--- config.mk ---
export PLATFORM = sky130hd
export DESIGN_NAME = mem_arbiter_flat
export DESIGN_NICKNAME = d
export VERILOG_FILES = /design/src/rtl/mem_arb_pkg.sv /design/src/rtl/mem_arbiter_if.sv /design/src/rtl/mem_arb_fair.sv /design/src/rtl/mem_arbiter.sv /design/src/flat_wrapper.sv
export SDC_FILE = /design/constraint.sdc
export NUM_CORES = 1
export LEC_CHECK = 0
export CAP_MARGIN = 20
export CORE_ASPECT_RATIO = 0.8
export CORE_MARGIN = 3
export CORE_UTILIZATION = 46
export DETAILED_ROUTE_END_ITERATION = 8
export PLACE_DENSITY_LB_ADDON = 0.1
export SYNTH_ARGS = -nofsm -noshare
export SYNTH_HDL_FRONTEND = slang
export SYNTH_HIERARCHICAL = 1
export SYNTH_SLANG_ARGS = --single-unit
export TNS_END_PERCENT = 30
--- constraint.sdc ---
create_clock -name clk -period 3.22 [get_ports clk]
set_input_delay 0.483 -clock clk [delete_from_list [all_inputs] [get_ports clk]]
set_output_delay 0.483 -clock clk [all_outputs]
set_load 0.02 [all_outputs]
--- src/rtl/mem_arb_pkg.sv ---
// Shared types and constants for the single-port memory arbiter.
package mem_arb_pkg;

  localparam int unsigned DATA_WIDTH = 16;

  typedef enum logic {
    ARB_IDLE,
    ARB_BUSY
  } arb_state_e;

  typedef enum logic {
    OWN_I,
    OWN_D
  } arb_owner_e;

endpackage

--- src/rtl/mem_arbiter_if.sv ---
// Requester and memory-side signal bundle for mem_arbiter.
interface mem_arbiter_if #(
  parameter int unsigned ADDR_WIDTH = 16
);
  import mem_arb_pkg::*;

  logic                  i_req;
  logic [ADDR_WIDTH-1:0] i_addr;
  logic                  i_gnt;
  logic                  i_rvalid;
  logic [DATA_WIDTH-1:0] i_rdata;

  logic                  d_req;
  logic                  d_wr;
  logic [ADDR_WIDTH-1:0] d_addr;
  logic [DATA_WIDTH-1:0] d_wdata;
  logic                  d_gnt;
  logic                  d_rvalid;
  logic [DATA_WIDTH-1:0] d_rdata;

  logic                  err_align;

  logic                  mem_enable;
  logic                  mem_wr;
  logic [ADDR_WIDTH-1:0] mem_addr;
  logic [DATA_WIDTH-1:0] mem_data_in;
  logic [DATA_WIDTH-1:0] mem_data_out;

  // Arbiter side.
  modport slave (
    input  i_req, i_addr, d_req, d_wr, d_addr, d_wdata, mem_data_out,
    output i_gnt, i_rvalid, i_rdata, d_gnt, d_rvalid, d_rdata, err_align,
           mem_enable, mem_wr, mem_addr, mem_data_in
  );

  // Requester/memory side.
  modport master (
    output i_req, i_addr, d_req, d_wr, d_addr, d_wdata, mem_data_out,
    input  i_gnt, i_rvalid, i_rdata, d_gnt, d_rvalid, d_rdata, err_align,
           mem_enable, mem_wr, mem_addr, mem_data_in
  );

endinterface

--- src/rtl/mem_arb_fair.sv ---
// Fixed D-over-I priority with a saturating starvation counter that lets I win
// one contended grant after STARVE_LIMIT consecutive contended D grants.
module mem_arb_fair #(
  parameter int unsigned STARVE_LIMIT = 4
) (
  input  logic clk,
  input  logic rst,
  input  logic grant_en_i,
  input  logic i_req_i,
  input  logic d_req_i,
  output logic grant_i_o,
  output logic grant_d_o
);

  localparam int unsigned CntW = (STARVE_LIMIT > 0) ? $clog2(STARVE_LIMIT + 1) : 1;
  localparam logic [CntW-1:0] Limit = CntW'(STARVE_LIMIT);

  logic [CntW-1:0] starve_q, starve_d;
  logic            i_wins;

  always_comb begin
    i_wins    = (starve_q == Limit);
    grant_d_o = grant_en_i && d_req_i && !(i_req_i && i_wins);
    grant_i_o = grant_en_i && i_req_i && !grant_d_o;

    starve_d = starve_q;
    if (grant_i_o) begin
      starve_d = '0;
    end else if (grant_d_o) begin
      if (!i_req_i) begin
        starve_d = '0;
      end else if (starve_q != Limit) begin
        starve_d = starve_q + 1'b1;
      end
    end
  end

  always_ff @(posedge clk or posedge rst) begin
    if (rst) begin
      starve_q <= '0;
    end else begin
      starve_q <= starve_d;
    end
  end

endmodule

--- src/rtl/mem_arbiter.sv ---
// Shares one single-cycle memory port between instruction fetch (I) and
// load/store (D), with programmable wait states and registered completions.
module mem_arbiter
  import mem_arb_pkg::*;
#(
  parameter int unsigned ADDR_WIDTH   = 16,
  parameter int unsigned WAIT_CYCLES  = 0,
  parameter int unsigned STARVE_LIMIT = 4
) (
  input  logic           clk,
  input  logic           rst,
  mem_arbiter_if.slave   bus_io
);

  localparam int unsigned WaitW = (WAIT_CYCLES > 0) ? $clog2(WAIT_CYCLES + 1) : 1;
  localparam logic [WaitW-1:0] WaitLoad = WaitW'(WAIT_CYCLES);

  arb_state_e            state_q, state_d;
  arb_owner_e            owner_q, owner_d;
  logic [ADDR_WIDTH-1:0] addr_q, addr_d;
  logic                  wr_q, wr_d;
  logic [DATA_WIDTH-1:0] wdata_q, wdata_d;
  logic [WaitW-1:0]      wait_q, wait_d;
  logic                  i_rvalid_q, i_rvalid_d;
  logic                  d_rvalid_q, d_rvalid_d;
  logic [DATA_WIDTH-1:0] i_rdata_q, i_rdata_d;
  logic [DATA_WIDTH-1:0] d_rdata_q, d_rdata_d;
  logic                  err_q, err_d;

  logic grant_en, gnt_i, gnt_d, strobe;

  assign grant_en = (state_q == ARB_IDLE);
  assign strobe   = (state_q == ARB_BUSY) && (wait_q == '0);

  mem_arb_fair #(
    .STARVE_LIMIT(STARVE_LIMIT)
  ) u_fair (
    .clk       (clk),
    .rst       (rst),
    .grant_en_i(grant_en),
    .i_req_i   (bus_io.i_req),
    .d_req_i   (bus_io.d_req),
    .grant_i_o (gnt_i),
    .grant_d_o (gnt_d)
  );

  always_ff @(posedge clk or posedge rst) begin
    if (rst) begin
      state_q    <= ARB_IDLE;
      owner_q    <= OWN_I;
      addr_q     <= '0;
      wr_q       <= 1'b0;
      wdata_q    <= '0;
      wait_q     <= '0;
      i_rvalid_q <= 1'b0;
      d_rvalid_q <= 1'b0;
      i_rdata_q  <= '0;
      d_rdata_q  <= '0;
      err_q      <= 1'b0;
    end else begin
      state_q    <= state_d;
      owner_q    <= owner_d;
      addr_q     <= addr_d;
      wr_q       <= wr_d;
      wdata_q    <= wdata_d;
      wait_q     <= wait_d;
      i_rvalid_q <= i_rvalid_d;
      d_rvalid_q <= d_rvalid_d;
      i_rdata_q  <= i_rdata_d;
      d_rdata_q  <= d_rdata_d;
      err_q      <= err_d;
    end
  end

  always_comb begin
    state_d = state_q;
    wait_d  = wait_q;
    unique case (state_q)
      ARB_IDLE: begin
        if (gnt_i || gnt_d) begin
          state_d = ARB_BUSY;
          wait_d  = WaitLoad;
        end
      end
      ARB_BUSY: begin
        if (wait_q != '0) begin
          wait_d = wait_q - 1'b1;
        end else begin
          state_d = ARB_IDLE;
        end
      end
      default: state_d = ARB_IDLE;
    endcase

    owner_d = owner_q;
    addr_d  = addr_q;
    wr_d    = wr_q;
    wdata_d = wdata_q;
    if (gnt_d) begin
      owner_d = OWN_D;
      addr_d  = {bus_io.d_addr[ADDR_WIDTH-1:1], 1'b0};
      wr_d    = bus_io.d_wr;
      wdata_d = bus_io.d_wdata;
    end else if (gnt_i) begin
      owner_d = OWN_I;
      addr_d  = {bus_io.i_addr[ADDR_WIDTH-1:1], 1'b0};
      wr_d    = 1'b0;
      wdata_d = '0;
    end

    err_d      = (gnt_d && bus_io.d_addr[0]) || (gnt_i && bus_io.i_addr[0]);
    i_rvalid_d = strobe && (owner_q == OWN_I);
    d_rvalid_d = strobe && (owner_q == OWN_D);
    i_rdata_d  = (strobe && (owner_q == OWN_I)) ? bus_io.mem_data_out : i_rdata_q;
    // Writes complete through d_rvalid but must leave d_rdata untouched.
    d_rdata_d  = (strobe && (owner_q == OWN_D) && !wr_q) ? bus_io.mem_data_out : d_rdata_q;
  end

  always_comb begin
    bus_io.i_gnt       = gnt_i;
    bus_io.d_gnt       = gnt_d;
    bus_io.i_rvalid    = i_rvalid_q;
    bus_io.d_rvalid    = d_rvalid_q;
    bus_io.i_rdata     = i_rdata_q;
    bus_io.d_rdata     = d_rdata_q;
    bus_io.err_align   = err_q;
    bus_io.mem_enable  = strobe;
    bus_io.mem_wr      = strobe && wr_q;
    bus_io.mem_addr    = strobe ? addr_q : '0;
    bus_io.mem_data_in = (strobe && wr_q) ? wdata_q : '0;
  end

endmodule

--- src/flat_wrapper.sv ---
// flat-port wrapper written by rule: the top's interface ports become plain ports
module mem_arbiter_flat import mem_arb_pkg::*;
#(
  parameter int unsigned ADDR_WIDTH   = 16,
  parameter int unsigned WAIT_CYCLES  = 0,
  parameter int unsigned STARVE_LIMIT = 4
)
  (clk, rst, bus_io_i_req, bus_io_i_addr, bus_io_d_req, bus_io_d_wr, bus_io_d_addr, bus_io_d_wdata, bus_io_mem_data_out, bus_io_i_gnt, bus_io_i_rvalid, bus_io_i_rdata, bus_io_d_gnt, bus_io_d_rvalid, bus_io_d_rdata, bus_io_err_align, bus_io_mem_enable, bus_io_mem_wr, bus_io_mem_addr, bus_io_mem_data_in);
  mem_arbiter_if #(.ADDR_WIDTH(ADDR_WIDTH)) bus_io_i ();
  input  logic clk;
  input  logic rst;
  input wire logic [$bits(bus_io_i.i_req)-1:0] bus_io_i_req;
  input wire logic [$bits(bus_io_i.i_addr)-1:0] bus_io_i_addr;
  input wire logic [$bits(bus_io_i.d_req)-1:0] bus_io_d_req;
  input wire logic [$bits(bus_io_i.d_wr)-1:0] bus_io_d_wr;
  input wire logic [$bits(bus_io_i.d_addr)-1:0] bus_io_d_addr;
  input wire logic [$bits(bus_io_i.d_wdata)-1:0] bus_io_d_wdata;
  input wire logic [$bits(bus_io_i.mem_data_out)-1:0] bus_io_mem_data_out;
  output wire logic [$bits(bus_io_i.i_gnt)-1:0] bus_io_i_gnt;
  output wire logic [$bits(bus_io_i.i_rvalid)-1:0] bus_io_i_rvalid;
  output wire logic [$bits(bus_io_i.i_rdata)-1:0] bus_io_i_rdata;
  output wire logic [$bits(bus_io_i.d_gnt)-1:0] bus_io_d_gnt;
  output wire logic [$bits(bus_io_i.d_rvalid)-1:0] bus_io_d_rvalid;
  output wire logic [$bits(bus_io_i.d_rdata)-1:0] bus_io_d_rdata;
  output wire logic [$bits(bus_io_i.err_align)-1:0] bus_io_err_align;
  output wire logic [$bits(bus_io_i.mem_enable)-1:0] bus_io_mem_enable;
  output wire logic [$bits(bus_io_i.mem_wr)-1:0] bus_io_mem_wr;
  output wire logic [$bits(bus_io_i.mem_addr)-1:0] bus_io_mem_addr;
  output wire logic [$bits(bus_io_i.mem_data_in)-1:0] bus_io_mem_data_in;
  assign bus_io_i.i_req = bus_io_i_req;
  assign bus_io_i.i_addr = bus_io_i_addr;
  assign bus_io_i.d_req = bus_io_d_req;
  assign bus_io_i.d_wr = bus_io_d_wr;
  assign bus_io_i.d_addr = bus_io_d_addr;
  assign bus_io_i.d_wdata = bus_io_d_wdata;
  assign bus_io_i.mem_data_out = bus_io_mem_data_out;
  assign bus_io_i_gnt = bus_io_i.i_gnt;
  assign bus_io_i_rvalid = bus_io_i.i_rvalid;
  assign bus_io_i_rdata = bus_io_i.i_rdata;
  assign bus_io_d_gnt = bus_io_i.d_gnt;
  assign bus_io_d_rvalid = bus_io_i.d_rvalid;
  assign bus_io_d_rdata = bus_io_i.d_rdata;
  assign bus_io_err_align = bus_io_i.err_align;
  assign bus_io_mem_enable = bus_io_i.mem_enable;
  assign bus_io_mem_wr = bus_io_i.mem_wr;
  assign bus_io_mem_addr = bus_io_i.mem_addr;
  assign bus_io_mem_data_in = bus_io_i.mem_data_in;
  mem_arbiter #(.ADDR_WIDTH(ADDR_WIDTH), .WAIT_CYCLES(WAIT_CYCLES), .STARVE_LIMIT(STARVE_LIMIT)) u_core (.clk(clk), .rst(rst), .bus_io(bus_io_i));
endmodule
==> flow_summary.json <==
{
  "syn2layout_area_growth_pct": 50.5,
  "grt_first_pass_wirelength_um": 12900,
  "cp_slowest_cell": "clkdlybuf4s50_1",
  "slowest_delay_ps": 630,
  "required_ps": 2740,
  "dieArea_um2": 8140,
  "clk_pin_slew_ps": 80,
  "avgSynthCellArea_um2": 11.6,
  "routed_via_density": 4.97,
  "cts.sinks": 72,
  "clk_latency_ps": 340,
  "outcome": "complete, no violations",
  "async_flop_share_pct": 100,
  "core-area_um2": 6640,
  "port_buffers": 138,
  "placed_area_um2": 4690,
  "use_met1_pct": 25.5,
  "fmax_mhz": 395,
  "die_w_um": 100,
  "crit_path_cell_trace": "buf_4, and3_2, clkdlybuf4s50_1",
  "io_pins": 140,
  "drt-wirelength-per-cell_um": 16.0,
  "whs_ps": 354,
  "grt_antenna_before_repair": 0,
  "r2r_slack_ps": 1070,
  "r2r_start": "u_core/state_q",
  "critPathKind": "register to output pin",
  "grt.overflow.total": 0,
  "drive_gt1_share_pct": 15.0,
  "final_cells": 504,
  "fillCellCount": 487,
  "fin_tns_setup_ps": 0,
  "clock_skew_ps": 7.21,
  "ys_ff_latch": 72,
  "ys.flop_type": "dfrtp_1",
  "firstDrtPassIters": 4,
  "stdcell_area_um2": 4910,
  "pre_cts_ws_ps": 732,
  "grt_pass1_vias": 2580,
  "hpwl_um": 5570,
  "drtIter0Drc": 115,
  "rsz0062_at_grt": "no",
  "numCtsBuffers": 9,
  "layout_common_cells": "clkdlybuf4s50_1, dfrtp_1, nand2_1",
  "grt_max_degree": 40,
  "grtUsageTotal_pct": 20.6,
  "initial_core_util_pct": 49.1,
  "yosysWarnings": 6,
  "synth.distinct_cells": 29,
  "worst_slack_ps": 687,
  "hold_viol_final": 0,
  "power.density_nw_per_um2": 936,
  "gr-max-usage-layer": "met2",
  "timing.final.crit_share_pct": 78.7,
  "ir_drop_mv": 0.563,
  "rows": 26,
  "cts_tree": "built",
  "vias": 2503,
  "mappedNetlistNets": 352,
  "tightest_slew_ps": 1130,
  "slew_headroom_pct": 24.8,
  "grtUsageMet2_pct": 33.9,
  "worstSetupEndpointType": "output pin",
  "cts_buffer_depth": 2,
  "die_h_um": 81.3,
  "gr-usage-met3_pct": 7.64,
  "synth_area_um2": 3260,
  "drc": 0,
  "diodes": 0,
  "layout_commonest_cell": "clkdlybuf4s50_1",
  "ys_seq_area_share_pct": 55.3,
  "total_power_mw": 4.59,
  "gp_congestion": 0.742,
  "post-route-min-period_ps": 2530,
  "holdBufCountCts": 0,
  "place_inst": 488,
  "htreeDepth": 3,
  "min_path_type": "input pin to asynchronous set/reset pin",
  "cts_root_buf": "clkbuf_8",
  "ctsResizeCount": 0,
  "fin_nets": 486,
  "critPathLaunchType": "register",
  "p_leak_nw": 2.14,
  "synth_edf_count": 0,
  "ant_nets": 0,
  "cts_setup_buffers": 0,
  "synthCells": 281,
  "startpoint": "u_core/state_q",
  "cp_max_fo": 28,
  "slew_viol_final": 0,
  "fin_util_pct": 73.9,
  "cap_violations": 0,
  "final-setup-viol-count": 0,
  "drt-total-wl_um": 8050,
  "worstPathArrival_ps": 2050
}
worst max-delay path, delay by kind of cell, from the launching register on:
kind | cells | cell delay (ps)
flops | 1 | 510
simple gates | 1 | 220
buf+inv | 2 | 970
layout make-up:
cell class / instances / area (um2) / area share (%)
sequential: 72 / 1800 / 36.7
timing repair buffer: 143 / 1430 / 29.2
multi-input combinational: 182 / 1320 / 26.9
clock buffer: 10 / 128 / 2.60
tap: 84 / 105 / 2.14
clock inverter: 6 / 92.6 / 1.89
inverter: 7 / 26.3 / 0.536
metal layers:
metal | part of all wire (%) | vias to the layer above | routed length (um)
li1 | - | 1206 | -
met3 | 8.8 | 10 | 707
met2 | 49 | 93 | 3930
met5 | 0 | - | 0
met1 | 41 | 1194 | 3320
met4 | 1.1 | 0 | 92
synthesized netlist by cell type (all sizes together) (2+ instances only):
cell | count | area share [%]
dfrtp | 72 | 55
nand2 | 35 | 4.0
o21ai | 33 | 5.1
mux2 | 32 | 12
nand2b | 19 | 3.6
and2 | 18 | 3.5
and3 | 16 | 3.3
mux2i | 15 | 4.6
clkbuf | 11 | 1.3
buf | 9 | 2.6
inv | 7 | 0.81
nor2 | 3 | 0.35
a32o | 2 | 0.65
ha | 2 | 0.77
state kept, by name, summed over array words and instances (netlist names):
signal and flops:
u_core/bus_io.d_rdata 16, u_core/bus_io.i_rdata 16, u_core/wdata_q 16, u_core/addr_q 15, u_core/u_fair/starve_q 3, u_core/bus_io.d_rvalid 1, u_core/bus_io.err_align 1, u_core/bus_io.i_rvalid 1
u_core/owner_q 1, u_core/state_q 1, u_core/wr_q 1
cell families (layout without fill, tap and decap cells):
logic type	count (synthesis)	count (layout)	share of synthesized area [%]
fa+ha+maj	2	2	0.767
compound gates	40	40	7.10
buf+inv	27	166	4.72
other cells	1	1	0.115
simple gates	92	92	15.3
flops	72	72	55.3
mux	47	47	16.7
worst paths after layout:
check | endpoint | cells past startpoint
worst min register to register | u_core/bus_io.d_rdata[13] | 1
worst min-delay path | u_core/u_fair/starve_q[1] | 2
worst max-delay path | bus_io_mem_data_in[10] | 3
worst max register to register | u_core/bus_io.i_rdata[14] | 3
min in group clk | u_core/bus_io.d_rdata[13] | 1
max in group asynchronous | u_core/wdata_q[11] | 3
report_power, final:
group	total [mW]	internal, mW	switching, mW
Sequential	1.59	1.33	0.256
Combinational	2.22	1.16	1.06
Clock	0.785	0.440	0.345
Total	4.59	2.93	1.67
(Power assumes the default switching activity.)
